[config.mk]
export PLATFORM = sky130hd
export DESIGN_NAME = mem_arbiter_flat
export DESIGN_NICKNAME = d
export VERILOG_FILES = /design/src/rtl/mem_arbiter_if.sv /design/src/rtl/mem_arbiter.sv /design/src/flat_wrapper.sv
export SDC_FILE = /design/constraint.sdc
export NUM_CORES = 1
export LEC_CHECK = 0
export ABC_AREA = 0
export BUFFER_PORTS_ARGS = -buffer_cell sky130_fd_sc_hd__buf_4
export CORE_AREA = 5 5 102 104
export DETAILED_ROUTE_END_ITERATION = 8
export DIE_AREA = 0 0 107 109
export PLACE_DENSITY = 0.61
export SLEW_MARGIN = 15
export SYNTH_ARGS = -nofsm -noshare
export SYNTH_HDL_FRONTEND = slang
export SYNTH_SLANG_ARGS = --single-unit
export TNS_END_PERCENT = 30
[constraint.sdc]
create_clock -name CLK -period 2.1 [get_ports CLK]
set_input_delay 0.42 -clock CLK [delete_from_list [all_inputs] [get_ports CLK]]
set_output_delay 0.42 -clock CLK [all_outputs]
set_load 0.02 [all_outputs]
[src/rtl/mem_arbiter_if.sv]
// Cache/RAM bus bundle for mem_arbiter: icache and dcache request ports plus the RAM port.
// slave is the arbiter's view; master is the surrounding system (caches and RAM model).
interface mem_arbiter_if;
    logic        iREN;
    logic [31:0] iaddr;
    logic        iwait;
    logic [31:0] iload;

    logic        dREN;
    logic        dWEN;
    logic [31:0] daddr;
    logic [31:0] dstore;
    logic        dwait;
    logic [31:0] dload;

    logic        ramREN;
    logic        ramWEN;
    logic [31:0] ramaddr;
    logic [31:0] ramstore;
    logic [31:0] ramload;
    logic [1:0]  ramstate;

    logic        arb_err;

    modport slave (
        input  iREN, iaddr, dREN, dWEN, daddr, dstore, ramload, ramstate,
        output iwait, iload, dwait, dload, ramREN, ramWEN, ramaddr, ramstore, arb_err
    );

    modport master (
        output iREN, iaddr, dREN, dWEN, daddr, dstore, ramload, ramstate,
        input  iwait, iload, dwait, dload, ramREN, ramWEN, ramaddr, ramstore, arb_err
    );
endinterface

[src/rtl/mem_arbiter.sv]
// Two-port (icache/dcache) single-RAM arbiter, one word per grant, sticky fault on RAM error or busy timeout.
// Define MEM_ARBITER_STATS_EN to add the icount/dcount completed-transfer counters.
module mem_arbiter #(
    parameter int unsigned BUSY_LIMIT = 255
) (
    input logic           CLK,
    input logic           nRST,
    mem_arbiter_if.slave  bus
`ifdef MEM_ARBITER_STATS_EN
    ,
    output logic [31:0]   icount,
    output logic [31:0]   dcount
`endif
);

    localparam int CNT_W = (BUSY_LIMIT > 255) ? $clog2(BUSY_LIMIT + 1) : 8;

    localparam logic [1:0] RS_BUSY   = 2'd1;
    localparam logic [1:0] RS_ACCESS = 2'd2;
    localparam logic [1:0] RS_ERROR  = 2'd3;

    localparam logic GRANT_I = 1'b0;
    localparam logic GRANT_D = 1'b1;

    typedef enum logic [1:0] {IDLE, DGRANT, IGRANT, FAULT} state_t;

    state_t           state, state_nx;
    logic             last_grant, last_grant_nx;
    logic [CNT_W-1:0] busy_cnt, busy_cnt_nx;
    logic             d_req;

    assign d_req = bus.dREN | bus.dWEN;

    // NOTE: state registers use non-blocking assignments so every flop samples pre-edge values.
    always_ff @(posedge CLK or negedge nRST) begin
        if (!nRST) begin
            state      <= IDLE;
            last_grant <= GRANT_I;
            busy_cnt   <= '0;
        end else begin
            state      <= state_nx;
            last_grant <= last_grant_nx;
            busy_cnt   <= busy_cnt_nx;
        end
    end

    // NOTE: every output and next-state value gets a default first so no path infers a latch.
    always_comb begin
        state_nx      = state;
        last_grant_nx = last_grant;
        busy_cnt_nx   = busy_cnt;
        bus.iwait     = 1'b1;
        bus.iload     = '0;
        bus.dwait     = 1'b1;
        bus.dload     = '0;
        bus.ramREN    = 1'b0;
        bus.ramWEN    = 1'b0;
        bus.ramaddr   = '0;
        bus.ramstore  = '0;
        bus.arb_err   = 1'b0;

        unique case (state)
            IDLE: begin
                busy_cnt_nx = '0;
                // D loses only when it just had the bus and I is waiting.
                if (d_req && !(last_grant == GRANT_D && bus.iREN)) begin
                    state_nx = DGRANT;
                end else if (bus.iREN) begin
                    state_nx = IGRANT;
                end
            end

            DGRANT: begin
                if (!d_req) begin
                    state_nx = IDLE;
                end else begin
                    bus.ramWEN   = bus.dWEN;
                    bus.ramREN   = ~bus.dWEN;
                    bus.ramaddr  = bus.daddr;
                    bus.ramstore = bus.dstore;
                    if (bus.ramstate == RS_ERROR) begin
                        state_nx = FAULT;
                    end else if (bus.ramstate == RS_ACCESS) begin
                        bus.dwait     = 1'b0;
                        bus.dload     = bus.dWEN ? '0 : bus.ramload;
                        state_nx      = IDLE;
                        last_grant_nx = GRANT_D;
                    end else if (bus.ramstate == RS_BUSY) begin
                        if (busy_cnt == CNT_W'(BUSY_LIMIT - 1)) state_nx = FAULT;
                        else busy_cnt_nx = busy_cnt + CNT_W'(1);
                    end
                end
            end

            IGRANT: begin
                if (!bus.iREN) begin
                    state_nx = IDLE;
                end else begin
                    bus.ramREN  = 1'b1;
                    bus.ramaddr = bus.iaddr;
                    if (bus.ramstate == RS_ERROR) begin
                        state_nx = FAULT;
                    end else if (bus.ramstate == RS_ACCESS) begin
                        bus.iwait     = 1'b0;
                        bus.iload     = bus.ramload;
                        state_nx      = IDLE;
                        last_grant_nx = GRANT_I;
                    end else if (bus.ramstate == RS_BUSY) begin
                        if (busy_cnt == CNT_W'(BUSY_LIMIT - 1)) state_nx = FAULT;
                        else busy_cnt_nx = busy_cnt + CNT_W'(1);
                    end
                end
            end

            FAULT: begin
                bus.arb_err = 1'b1;
            end

            default: state_nx = FAULT;
        endcase
    end

`ifdef MEM_ARBITER_STATS_EN
    logic d_done, i_done;

    assign d_done = (state == DGRANT) && d_req    && (bus.ramstate == RS_ACCESS);
    assign i_done = (state == IGRANT) && bus.iREN && (bus.ramstate == RS_ACCESS);

    always_ff @(posedge CLK or negedge nRST) begin
        if (!nRST) begin
            icount <= '0;
            dcount <= '0;
        end else begin
            if (i_done) icount <= icount + 32'd1;
            if (d_done) dcount <= dcount + 32'd1;
        end
    end
`endif

endmodule

[src/flat_wrapper.sv]
// flat-port wrapper written by rule: the top's interface ports become plain ports
module mem_arbiter_flat 
#(
    parameter int unsigned BUSY_LIMIT = 255
)
  (CLK, nRST, bus_iREN, bus_iaddr, bus_dREN, bus_dWEN, bus_daddr, bus_dstore, bus_ramload, bus_ramstate, bus_iwait, bus_iload, bus_dwait, bus_dload, bus_ramREN, bus_ramWEN, bus_ramaddr, bus_ramstore, bus_arb_err);
  mem_arbiter_if bus_i ();
  input logic CLK;
  input logic nRST;
  input wire logic [$bits(bus_i.iREN)-1:0] bus_iREN;
  input wire logic [$bits(bus_i.iaddr)-1:0] bus_iaddr;
  input wire logic [$bits(bus_i.dREN)-1:0] bus_dREN;
  input wire logic [$bits(bus_i.dWEN)-1:0] bus_dWEN;
  input wire logic [$bits(bus_i.daddr)-1:0] bus_daddr;
  input wire logic [$bits(bus_i.dstore)-1:0] bus_dstore;
  input wire logic [$bits(bus_i.ramload)-1:0] bus_ramload;
  input wire logic [$bits(bus_i.ramstate)-1:0] bus_ramstate;
  output wire logic [$bits(bus_i.iwait)-1:0] bus_iwait;
  output wire logic [$bits(bus_i.iload)-1:0] bus_iload;
  output wire logic [$bits(bus_i.dwait)-1:0] bus_dwait;
  output wire logic [$bits(bus_i.dload)-1:0] bus_dload;
  output wire logic [$bits(bus_i.ramREN)-1:0] bus_ramREN;
  output wire logic [$bits(bus_i.ramWEN)-1:0] bus_ramWEN;
  output wire logic [$bits(bus_i.ramaddr)-1:0] bus_ramaddr;
  output wire logic [$bits(bus_i.ramstore)-1:0] bus_ramstore;
  output wire logic [$bits(bus_i.arb_err)-1:0] bus_arb_err;
  assign bus_i.iREN = bus_iREN;
  assign bus_i.iaddr = bus_iaddr;
  assign bus_i.dREN = bus_dREN;
  assign bus_i.dWEN = bus_dWEN;
  assign bus_i.daddr = bus_daddr;
  assign bus_i.dstore = bus_dstore;
  assign bus_i.ramload = bus_ramload;
  assign bus_i.ramstate = bus_ramstate;
  assign bus_iwait = bus_i.iwait;
  assign bus_iload = bus_i.iload;
  assign bus_dwait = bus_i.dwait;
  assign bus_dload = bus_i.dload;
  assign bus_ramREN = bus_i.ramREN;
  assign bus_ramWEN = bus_i.ramWEN;
  assign bus_ramaddr = bus_i.ramaddr;
  assign bus_ramstore = bus_i.ramstore;
  assign bus_arb_err = bus_i.arb_err;
  mem_arbiter #(.BUSY_LIMIT(BUSY_LIMIT)) u_core (.CLK(CLK), .nRST(nRST), .bus(bus_i));
endmodule
## Yosys cells after proc, flatten, opt, wreduce, memory -nomap -nowiden

Cells that the tools add are included.

- Register bits: 11
- Bits of input ports: 135
- Output and inout port bits: 133
- Logic and storage cells: 78

- Add/subtract/negate cells: 1
- Equal/unequal tests: 14
- Muxes and demuxes: 49
- Bitwise logic cells: 2
- Reductions and logical operators: 9

Operators with widths:

| kind | number |
|---|---|
| 2-to-1 mux 32 bit | 13 |
| one-hot mux 32 bit (2 select lines) | 1 |
| 2-to-1 mux 8 bit | 6 |
| one-hot mux 8 bit (3 select lines) | 1 |
| 2-to-1 mux 1 bit | 17 |
| 2-to-1 mux 2 bit | 8 |
| adder 8 x 1 -> 8 bit, second input constant | 1 |
| == test 2 bit, second input constant | 4 |
| == test 8 bit, second input constant | 1 |
| AND reduction 7 bit | 1 |
| != test 2 x 1 -> 1 bit, second input constant | 3 |
| != test 2 bit, second input constant | 3 |
| one-hot mux 2 bit (3 select lines) | 1 |
| == test 2 x 1 -> 1 bit, second input constant | 2 |
| one-hot mux 1 bit (2 select lines) | 2 |
| != test 3 x 2 -> 1 bit, second input constant | 1 |
| AND reduction 3 bit | 1 |
| nonzero test 3 bit | 1 |
| logical AND 1 bit | 2 |
| zero test 2 bit | 1 |
| AND reduction 2 bit | 1 |
| nonzero test 2 bit | 1 |
| zero test 1 bit | 1 |
| NOT 1 bit | 1 |
| bitwise OR 1 bit | 1 |

## Logic depth before layout (Yosys ltp)

Gate-level depths: netlist of run 1.

- Depth after elaboration: 7
- Gate-level depth with buffers: 7
- Gate-level depth less buffers: 6

## Least setup slack after synthesis of run 1

No wires, ideal clock.

- Path type: flip-flop to output port
- Start point: register u_core.state[0]
- End point: output bus_ramaddr[10]
- Arrival time: 1.790 ns
- Data required time: 1.680 ns
- Path slack: -0.110 ns
- Cell stages (with the launch flop): 8
- Path buffers: 2
- Cell sequence: dfrtp_1 inv_1 ha_1 and2_1 clkbuf_1 buf_1 a22oi_1 nor2_1

- Longest elaborated chain between the ends: 2
- Elaborated cells on any way between the ends: 3
- Classes of those cells: 2 x eq/ne; 1 x mux

RTL lines:

| element | line | RTL |
|---|---|---|
| from (decl) | mem_arbiter.sv:27 | `state_t state, state_nx;` |
| from (signal assigned) | mem_arbiter.sv:41 | `state <= state_nx;` |
| == test 2 bit or == test 2 x 1 -> 1 bit (tied branches) | mem_arbiter.sv:62 | `unique case (state)` |
| one-hot mux 32 bit (2 select lines) (*) | mem_arbiter.sv:62 |  |
| to (decl) | flat_wrapper.sv:24 | `output wire logic [$bits(bus_i.ramaddr)-1:0] bus_ramaddr;` |

Mark *: on every way between the ends. The rest lies on a longest branch, timed or not.

## Final worst setup path of run 1

- Start point: register u_core.state[1]
- End point: output bus_dload[23]

- Longest elaborated chain between the ends: 2

RTL lines:

| element | line | RTL |
|---|---|---|
| == test 2 x 1 -> 1 bit | mem_arbiter.sv:62 |  |
| 2-to-1 mux 32 bit | mem_arbiter.sv:62 |  |
| to (decl) | flat_wrapper.sv:21 | `output wire logic [$bits(bus_i.dload)-1:0] bus_dload;` |

No other way between the ends.

==> qor.txt, run 1 <==
Area Overhead vs Synth: 155%
area occupied by multi-input gates: 1780 um2
initial antenna violation count: 1
initial cell density of the core: 19.8%
status: finished, violations left
Post-DRT Antenna Nets: 0
worst endpoint data arrival time: 1.76 ns
type of the most critical hold path: in2async
cell area after layout: 4770 um2
vias in the first global route: 3231
maximum capacitance violations: 0
unrepaired setup endpoints after global routing: yes
Die Area: 11700 um2
Post-DP HPWL: 10.6 mm
static leakage: 2.43 nW
highest-count cells in the layout ignoring fill and taps: buf_4, buf_6, and2_4
Primary FF master, synth: dfrtp_1
number of cells traversed by the worst register-to-register path: 7
slew at the pin closest to its max-slew limit: 0.665 ns
DRT Wirelength: 13.4 mm
Max-Slew Margin vs Limit: 55.4%
Die Span X: 107 um
global-route wire length before repair: 18.6 mm
deepest level of the CTS H-tree: 1
violated checks: setup timing
critical path class: reg2out
buffer depth of the longest clock path: 2
fin crit period: 2.18 ns
final-report setup violation count: 34
number of instances in the synthesized netlist: 276
DRC errors left: 0
synth warn: 0
DRT Pass-1 Iters: 4
routed wire length per instance: 20.4 um
smallest setup slack after layout: -0.0824 ns
TritonCTS clock tree: done
I/O Pins: 268
kind of end point of the critical path: output pin
tightest hold margin: 0.00748 ns
worst clock skew: 0.00107 ns
Syn Area/Cell: 6.78 um2
floorplan die height: 109 um
power density over the cells: 801 nW/um2
number of port buffers: 267
pin count of the biggest net entering global routing: 35
sequence of cells on the critical path: inv_2, ha_4, nand3b_1, nor2_4, buf_12, clkbuf_16, and2_4, buf_6
weighted congestion reported at the end of routability-driven placement: 0.885
GRT overflow: 0
global-route usage over all layers: 20.7%
share of final-layout standard cells stronger than drive strength 1: 72.6%
# placed instances: 644
Peak Freq: 458 MHz
Final Max Tran Viols: 0
source of the worst register-to-register timing path: u_core.state[0]
FF-to-FF End: u_core.busy_cnt[4]
post-synthesis instance area: 1870 um2
net count of the finished layout: 685
count of flip-flops with a built-in enable after synthesis: 0
minimum setup slack among reg-to-reg paths: -0.04 ns
FF+latch count, synth: 11
Period Utilization, post-route: 104%
Final Hold Vio Count: 0
commonest non-fill, non-tap cell in the layout: buf_4
first-iteration detailed-routing DRC count: 163
top fanout value on the critical path: 8
distinct cell type count after synthesis: 42
standard cell with the maximum stage delay on the critical path: dfrtp_1
net count after synthesis: 417
Worst IR Drop VDD: 0.000609 V
Slowest Stage Delay on Critical Path: 0.41 ns
total number of clock tree sinks: 11
clock edge transition at the registers on the reported setup and hold paths: 0.05 ns
core outline area: 9460 um2
Seq/Total Area, Yosys: 14.7%
count of vias placed by the detailed router: 3181
Post-synth ARST share: 100%
Area after DPL: 4150 um2
Layout fillers: 901
clock latency of the later-clocked register in the worst-skew pair: 0.24 ns
post-route insts no fill: 658
number of placement rows: 36
Root Driver: clkbuf_8
data required time of the worst path: 1.68 ns
clock buffer count from CTS: 3
sort of element at the start of the critical path: register
average vias per placed instance: 4.83
flip-flop and latch area: 275 um2
Hold Buf Count CTS: 0
-- sequential cells by signal, summed over array words and instances (netlist names) --
signal             cells
u_core.busy_cnt        8
u_core.last_grant      1
u_core.state           2
-- critical path, delay by kind of cell, from the launching register on --
family | cells | cell delay, ns
DFF | 1 | 0.41
buffers and inverters | 4 | 0.52
and+or+nand+nor | 3 | 0.42
adders and majority gates | 1 | 0.16
-- layer usage --
layer	share of wire [%]	track usage, %
met1	37	24.8
met2	53	36.8
met4	2.6	4.93
met5	0	0
met3	7.5	5.57
-- through the flow --
step           setup TNS [ns]  power (mW)  utilization [%]  worst slack (ns)
2_1_floorplan          -0.464        1.95                -           -0.0321
3_3_place_gp                0        3.21             43.9             0.100
3_5_place_dp                0        3.25             43.9            0.0253
4_1_cts                 -1.60        3.68             48.2           -0.0608
5_1_grt                 -6.12        4.06             50.4            -0.162
6_report                -2.04        3.82             50.4           -0.0824
-- cell families after synthesis --
group,share of synthesized area (%)
and+or+nand+nor,51.0
AOI/OAI and AO/OA,23.3
buffers and inverters,6.49
DFF,14.7
adders and majority gates,4.01
muxes,0.535
-- cell type report --
| type | count | area share, % |
|---|---|---|
| well taps | 114 | 2.99 |
| inverters | 6 | 0.498 |
| flip-flops and latches | 11 | 5.77 |
| diodes | 1 | 0.0524 |
| repair buffers | 289 | 52.5 |
| clock buffers | 4 | 0.944 |
| multi-input cells | 233 | 37.3 |
-- cells in the mapped netlist, types with 2 or more instances --
library cell   n  area, um2
clkbuf_1      22       82.6
a22oi_1       32        240
buf_1          3       11.3
o31ai_1        5       37.5
or3_1          2       12.5
o21ai_0        5       25.0
nand4_1        3       18.8
o21a_1         2       15.0
nor2b_1        3       18.8
nand2b_1       2       12.5
dfrtp_1       11        275
ha_1           6       75.1
or4_1          3       22.5
nand3_1        5       25.0
inv_1          6       22.5
nand2_1        5       18.8
a21oi_1        6       30.0
nor2_1        35        131
and2_1        65        407
and3_1        33        206
-- report_power, final --
part	leakage, nW	switching, mW	internal [mW]
Combinational	2.26	1.84	1.45
Sequential	0.147	0.0536	0.259
Clock	0.0228	0.0873	0.134
-- worst max path at each step --
stage | endpoint | cells after the start | startpoint | slack [ns]
4_1_cts | bus_dload[30] | 8 | u_core.state[1] | -0.06
6_report | bus_dload[23] | 8 | u_core.state[1] | -0.08
3_3_place_gp | u_core.busy_cnt[5] | 6 | u_core.state[1] | 0.10
3_5_place_dp | u_core.busy_cnt[4] | 6 | u_core.state[1] | 0.03
2_1_floorplan | bus_ramaddr[14] | 7 | u_core.state[0] | -0.03
5_1_grt | bus_dload[5] | 8 | u_core.state[1] | -0.16
-- what timing repair did --
action                                 in CTS  in global routing
setup buffers                               5                  0
setup endpoints to repair                 130                105
pin swaps                                  16                 26
gates resized for setup                    68                 51
gates cloned                                3                  1
endpoints found under the hold margin       0                  0
Power figures use the tool's default switching activity.
==> run 2, diff against run 1 <==
--- a/config.mk
+++ b/config.mk
@@ -8,10 +8,10 @@
 export ABC_AREA = 0
 export BUFFER_PORTS_ARGS = -buffer_cell sky130_fd_sc_hd__buf_4
 export CORE_AREA = 5 5 102 104
+export CTS_BUF_LIST = sky130_fd_sc_hd__clkbuf_4 sky130_fd_sc_hd__clkbuf_8
 export DETAILED_ROUTE_END_ITERATION = 8
 export DIE_AREA = 0 0 107 109
 export PLACE_DENSITY = 0.61
-export SLEW_MARGIN = 15
 export SYNTH_ARGS = -nofsm -noshare
 export SYNTH_HDL_FRONTEND = slang
 export SYNTH_SLANG_ARGS = --single-unit
==> run 2 against run 1 <==
- the flow still finishes with violations (setup timing)
- hold slack hardly changed
- final cell count unchanged
- power barely moved
- non-clock buffer count is the same
- critical path type unchanged
- critical endpoint unchanged
- highest routed layer unchanged
==> qor.txt, run 2 (synthesis gave the netlist of run 1 again) <==
fin crit period: 2.18 ns
unrepaired setup endpoints after global routing: yes
# placed instances: 644
I/O Pins: 268
Area after DPL: 4150 um2
sequential share of power: 8.1%
net switching fraction of the power: 51.5%
Total Power: 3.82 mW
Root Driver: clkbuf_8
Top Family by Delay on Critical Path: buffers and inverters
Die Area: 11700 um2
Worst IR Drop VDD: 0.000608 V
average vias per placed instance: 4.80
count of buffering cells on the critical path with inverters included: 4
Slowest Stage Delay on Critical Path: 0.41 ns
worst endpoint data arrival time: 1.76 ns
Peak Freq: 458 MHz
clock edge transition at the registers on the reported setup and hold paths: 0.05 ns
top fanout value on the critical path: 8
final-report setup violation count: 35
slew at the pin closest to its max-slew limit: 0.664 ns
pin count of the biggest net entering global routing: 35
vias in the first global route: 3231
highest-count cells in the layout ignoring fill and taps: buf_4, buf_6, and2_4
Final Hold Vio Count: 0
type of the most critical hold path: in2async
routed wire length per instance: 20.4 um
flip-flop and latch area: 275 um2
smallest setup slack after layout: -0.0810 ns
standard cell with the maximum stage delay on the critical path: dfrtp_1
floorplan die height: 109 um
sequence of cells on the critical path: inv_2, ha_4, nand3b_1, nor2_4, buf_12, clkbuf_16, and2_4, buf_6
registers with the most flip-flops: u_core.busy_cnt x8, u_core.state x2, u_core.last_grant x1
initial cell density of the core: 19.8%
static leakage: 2.43 nW
area occupied by multi-input gates: 1780 um2
sort of element at the start of the critical path: register
buffer depth of the longest clock path: 2
clock latency of the later-clocked register in the worst-skew pair: 0.24 ns
first-iteration detailed-routing DRC count: 174
power density over the cells: 801 nW/um2
P_int: 1.85 mW
TritonCTS clock tree: done
DRT Wirelength: 13.4 mm
total number of clock tree sinks: 11
global-route usage over all layers: 20.7%
status: finished, violations left
max reg flops: 8
data required time of the worst path: 1.68 ns
net switching power: 1.97 mW
Die Span X: 107 um
Layout fillers: 900
sum of negative setup slack: -1.99 ns
Hold Buf Count CTS: 0
cell area after layout: 4770 um2
critical path class: reg2out
DRC errors left: 0
core outline area: 9460 um2
kind of end point of the critical path: output pin
deepest level of the CTS H-tree: 1
tightest hold margin: 0.00758 ns
number of port buffers: 267
Max-Slew Margin vs Limit: 55.4%
violated checks: setup timing
global-route wire length before repair: 18.6 mm
worst clock skew: 0.00133 ns
register with the most flip-flops: u_core.busy_cnt
commonest non-fill, non-tap cell in the layout: buf_4
DRT Pass-1 Iters: 4
share of final-layout standard cells stronger than drive strength 1: 72.7%
weighted congestion reported at the end of routability-driven placement: 0.885
clock buffer count from CTS: 3
Period Utilization, post-route: 104%
Area Overhead vs Synth: 155%
initial antenna violation count: 1
number of placement rows: 36
clock network fraction of design power: 6.1%
Final Max Tran Viols: 0
Post-DRT Antenna Nets: 0
Post-DP HPWL: 10.6 mm
GRT overflow: 0
maximum capacitance violations: 0
net count of the finished layout: 685
count of vias placed by the detailed router: 3160
fraction of power consumed by combinational cells: 85.8%
post-route insts no fill: 658
==> run 2: changes by cell type in the layout (fill, tap and decap cells not counted) <==
cell / change
buf_6: -1
clkbuf_1: -1
buf_4: +1
clkbuf_4: +1
==> run 2: worst reg2reg max path: cells and delay by family (launching register included) <==
| kind | cells | cell delay [ns] |
|---|---|---|
| DFF | 1 | 0.39 |
| and+or+nand+nor | 3 | 1.07 |
| adders and majority gates | 1 | 0.17 |
| buffers and inverters | 2 | 0.28 |
| AOI/OAI and AO/OA | 1 | 0.15 |
==> run 2: layout make-up <==
| cell class | count | share of cell area [%] |
|---|---|---|
| Antenna cell | 1 | 0.0524 |
| Inverter | 6 | 0.498 |
| Multi-Input combinational cell | 233 | 37.3 |
| Sequential cell | 11 | 5.77 |
| Tap cell | 114 | 2.99 |
| Timing Repair Buffer | 289 | 52.4 |
| Clock buffer | 4 | 1.02 |
==> run 2: what timing repair did <==
| action | in CTS | in global routing |
|---|---|---|
| cloned | 3 | 1 |
| resized for setup | 68 | 50 |
| setup endpoints to repair | 130 | 105 |
| setup buffers | 5 | 0 |
| pin swaps | 16 | 26 |
==> run 2: through the flow <==
stage	utilization [%]	setup slack [ns]
global route	50.4	-0.162
floorplan	-	-0.0321
CTS	48.3	-0.0604
detailed placement	43.9	0.0253
global placement	43.9	0.100
finish	50.4	-0.0810
==> run 2: path summary, 6_finish.rpt <==
kind / slack (ns) / start / depth (start not counted) / endpoint
setup reg to reg: -0.04 / u_core.state[0] / 7 / u_core.busy_cnt[4]
min in group CLK: 0.56 / u_core.last_grant / 1 / u_core.last_grant
hold reg to reg: 0.56 / u_core.last_grant / 1 / u_core.last_grant
max in group asynchronous: 1.94 / nRST / 1 / u_core.busy_cnt[2]
hold / removal: 0.008 / nRST / 1 / u_core.busy_cnt[7]
setup / recovery: -0.08 / u_core.state[1] / 8 / bus_dload[23]
==> run 2: per-layer routing <==
metal	vias to the layer above	share of wire, %	GRT usage, %
met4	0	2.6	4.93
met5	-	0	0
met3	16	7.4	5.57
met1	1485	36	24.8
met2	149	54	36.8
li1	1510	-	-
==> run 2: power by group through the flow <==
stage	registers, mW	clock network (mW)	logic (mW)
2_1_floorplan	0.299	0	1.66
3_3_place_gp	0.313	0	2.90
3_5_place_dp	0.313	0	2.93
4_1_cts	0.306	0.237	3.15
5_1_grt	0.317	0.252	3.50
6_report	0.310	0.234	3.28
==> run 3, diff against run 2 <==
--- a/config.mk
+++ b/config.mk
@@ -12,6 +12,7 @@
 export DETAILED_ROUTE_END_ITERATION = 8
 export DIE_AREA = 0 0 107 109
 export PLACE_DENSITY = 0.61
+export RECOVER_POWER = 25
 export SYNTH_ARGS = -nofsm -noshare
 export SYNTH_HDL_FRONTEND = slang
 export SYNTH_SLANG_ARGS = --single-unit
==> run 3 against run 2 <==
- the run still ends with setup timing left
- power decreased by 0.17%
- largest cell class unchanged
- flip-flop and latch count unchanged
- non-clock buffer count unchanged
- clock skew unchanged
- maximum frequency unchanged
- sequential power about the same
- die area unchanged
- global-route usage unchanged
==> qor.txt, run 3 (synthesis gave the netlist of run 1 again) <==
Period Utilization, post-route: 104%
global-route wire length before repair: 18.6 mm
Final Max Tran Viols: 0
sequence of cells on the critical path: inv_2, ha_4, nand3b_1, nor2_4, buf_12, clkbuf_16, and2_4, buf_6
vias in the first global route: 3231
highest-count cells in the layout ignoring fill and taps: buf_4, buf_6, and2_4
Die Span X: 107 um
count of buffering cells on the critical path with inverters included: 4
Peak Freq: 458 MHz
DRT Pass-1 Iters: 4
Worst IR Drop VDD: 0.000608 V
maximum capacitance violations: 0
GRT overflow: 0
global-route usage over all layers: 20.7%
worst clock skew: 0.00133 ns
sequential share of power: 8.1%
Area after DPL: 4150 um2
static leakage: 2.42 nW
top fanout value on the critical path: 8
number of placement rows: 36
Root Driver: clkbuf_8
Area Overhead vs Synth: 155%
TritonCTS clock tree: done
deepest level of the CTS H-tree: 1
total number of clock tree sinks: 11
Top Family by Delay on Critical Path: buffers and inverters
type of the most critical hold path: in2async
P_int: 1.85 mW
buffer depth of the longest clock path: 2
Final Hold Vio Count: 0
power density over the cells: 801 nW/um2
status: finished, violations left
Hold Buf Count CTS: 0
sort of element at the start of the critical path: register
DRC errors left: 0
I/O Pins: 268
share of final-layout standard cells stronger than drive strength 1: 72.4%
count of vias placed by the detailed router: 3160
core outline area: 9460 um2
Layout fillers: 902
pin count of the biggest net entering global routing: 35
Die Area: 11700 um2
unrepaired setup endpoints after global routing: yes
max reg flops: 8
fin crit period: 2.18 ns
initial antenna violation count: 1
clock latency of the later-clocked register in the worst-skew pair: 0.24 ns
routed wire length per instance: 20.4 um
data required time of the worst path: 1.68 ns
Max-Slew Margin vs Limit: 55.4%
slew at the pin closest to its max-slew limit: 0.664 ns
initial cell density of the core: 19.8%
standard cell with the maximum stage delay on the critical path: dfrtp_1
clock edge transition at the registers on the reported setup and hold paths: 0.05 ns
kind of end point of the critical path: output pin
first-iteration detailed-routing DRC count: 174
cell area after layout: 4760 um2
placement-stage worst setup slack: 0.0253 ns
fraction of power consumed by combinational cells: 85.7%
Post-DP HPWL: 10.6 mm
final-report setup violation count: 35
Post-DRT Antenna Nets: 0
clock network fraction of design power: 6.1%
net switching fraction of the power: 51.6%
net count of the finished layout: 685
average vias per placed instance: 4.80
registers with the most flip-flops: u_core.busy_cnt x8, u_core.state x2, u_core.last_grant x1
Slowest Stage Delay on Critical Path: 0.41 ns
register with the most flip-flops: u_core.busy_cnt
critical path class: reg2out
worst endpoint data arrival time: 1.76 ns
floorplan die height: 109 um
number of port buffers: 267
smallest setup slack after layout: -0.0810 ns
commonest non-fill, non-tap cell in the layout: buf_4
DRT Wirelength: 13.4 mm
clock buffer count from CTS: 3
net switching power: 1.97 mW
violated checks: setup timing
weighted congestion reported at the end of routability-driven placement: 0.885
Total Power: 3.82 mW
run 3: cell types whose count changed in the layout (fill, tap and decap cells not counted):
cell	delta
buf_4	-2
clkbuf_1	+2
run 3: area by class of cell:
class,count,area [um2],area share [%]
inverters,6,23.8,0.499
multi-input cells,233,1780,37.3
flip-flops and latches,11,275,5.78
repair buffers,289,2490,52.3
diodes,1,2.50,0.0525
clock buffers,4,48.8,1.02
well taps,114,143,2.99
run 3: routing by layer:
layer	vias to the layer above	track usage, %	part of all wire, %
met5	-	0	0
met4	0	4.93	2.6
met3	16	5.57	7.4
met2	149	36.8	54
met1	1485	24.8	36
li1	1510	-	-
run 3: path summary, 6_finish.rpt:
check / start / to / slack [ns] / depth (start not counted)
max in group asynchronous: nRST / u_core.busy_cnt[2] / 1.52 / 1
min: nRST / u_core.busy_cnt[7] / 0.17 / 1
min in group CLK: u_core.last_grant / u_core.last_grant / 0.56 / 1
min reg2reg: u_core.last_grant / u_core.last_grant / 0.56 / 1
max: u_core.state[1] / bus_dload[23] / -0.08 / 8
max reg2reg: u_core.state[0] / u_core.busy_cnt[4] / -0.04 / 7
run 3: repair_timing:
item,4_1_cts,5_1_grt
pin swaps,16,26
hold endpoints to repair,0,0
gates resized for setup,68,50
endpoints found under the setup margin,130,105
cloned,3,1
buffers inserted,5,0
run 3: stage by stage:
step / utilization (%) / std cells / hold WS, ns / setup TNS [ns]
global placement: 43.9 / 644 / 0.264 / 0
floorplan: - / 276 / 0.124 / -0.464
finish: 50.4 / 658 / 0.174 / -1.99
CTS: 48.3 / 656 / 0.00751 / -1.58
global route: 50.4 / 658 / 0.229 / -6.13
detailed placement: 43.9 / 644 / 0.266 / 0
run 3: power groups by stage:
stage	clock [mW]	sequential, mW	combinational, mW
4_1_cts	0.237	0.306	3.15
2_1_floorplan	0	0.299	1.66
6_report	0.234	0.310	3.27
5_1_grt	0.252	0.317	3.49
3_5_place_dp	0	0.313	2.93
3_3_place_gp	0	0.313	2.90
run 3: worst register-to-register path: cells and delay by family, from the launching register on:
family / cells / cell delay, ns
AO/OA/AOI/OAI: 1 / 0.15
adder cells (fa/ha/maj): 1 / 0.17
buffers and inverters: 2 / 0.28
flip-flops: 1 / 0.39
AND/OR/NAND/NOR: 3 / 1.07
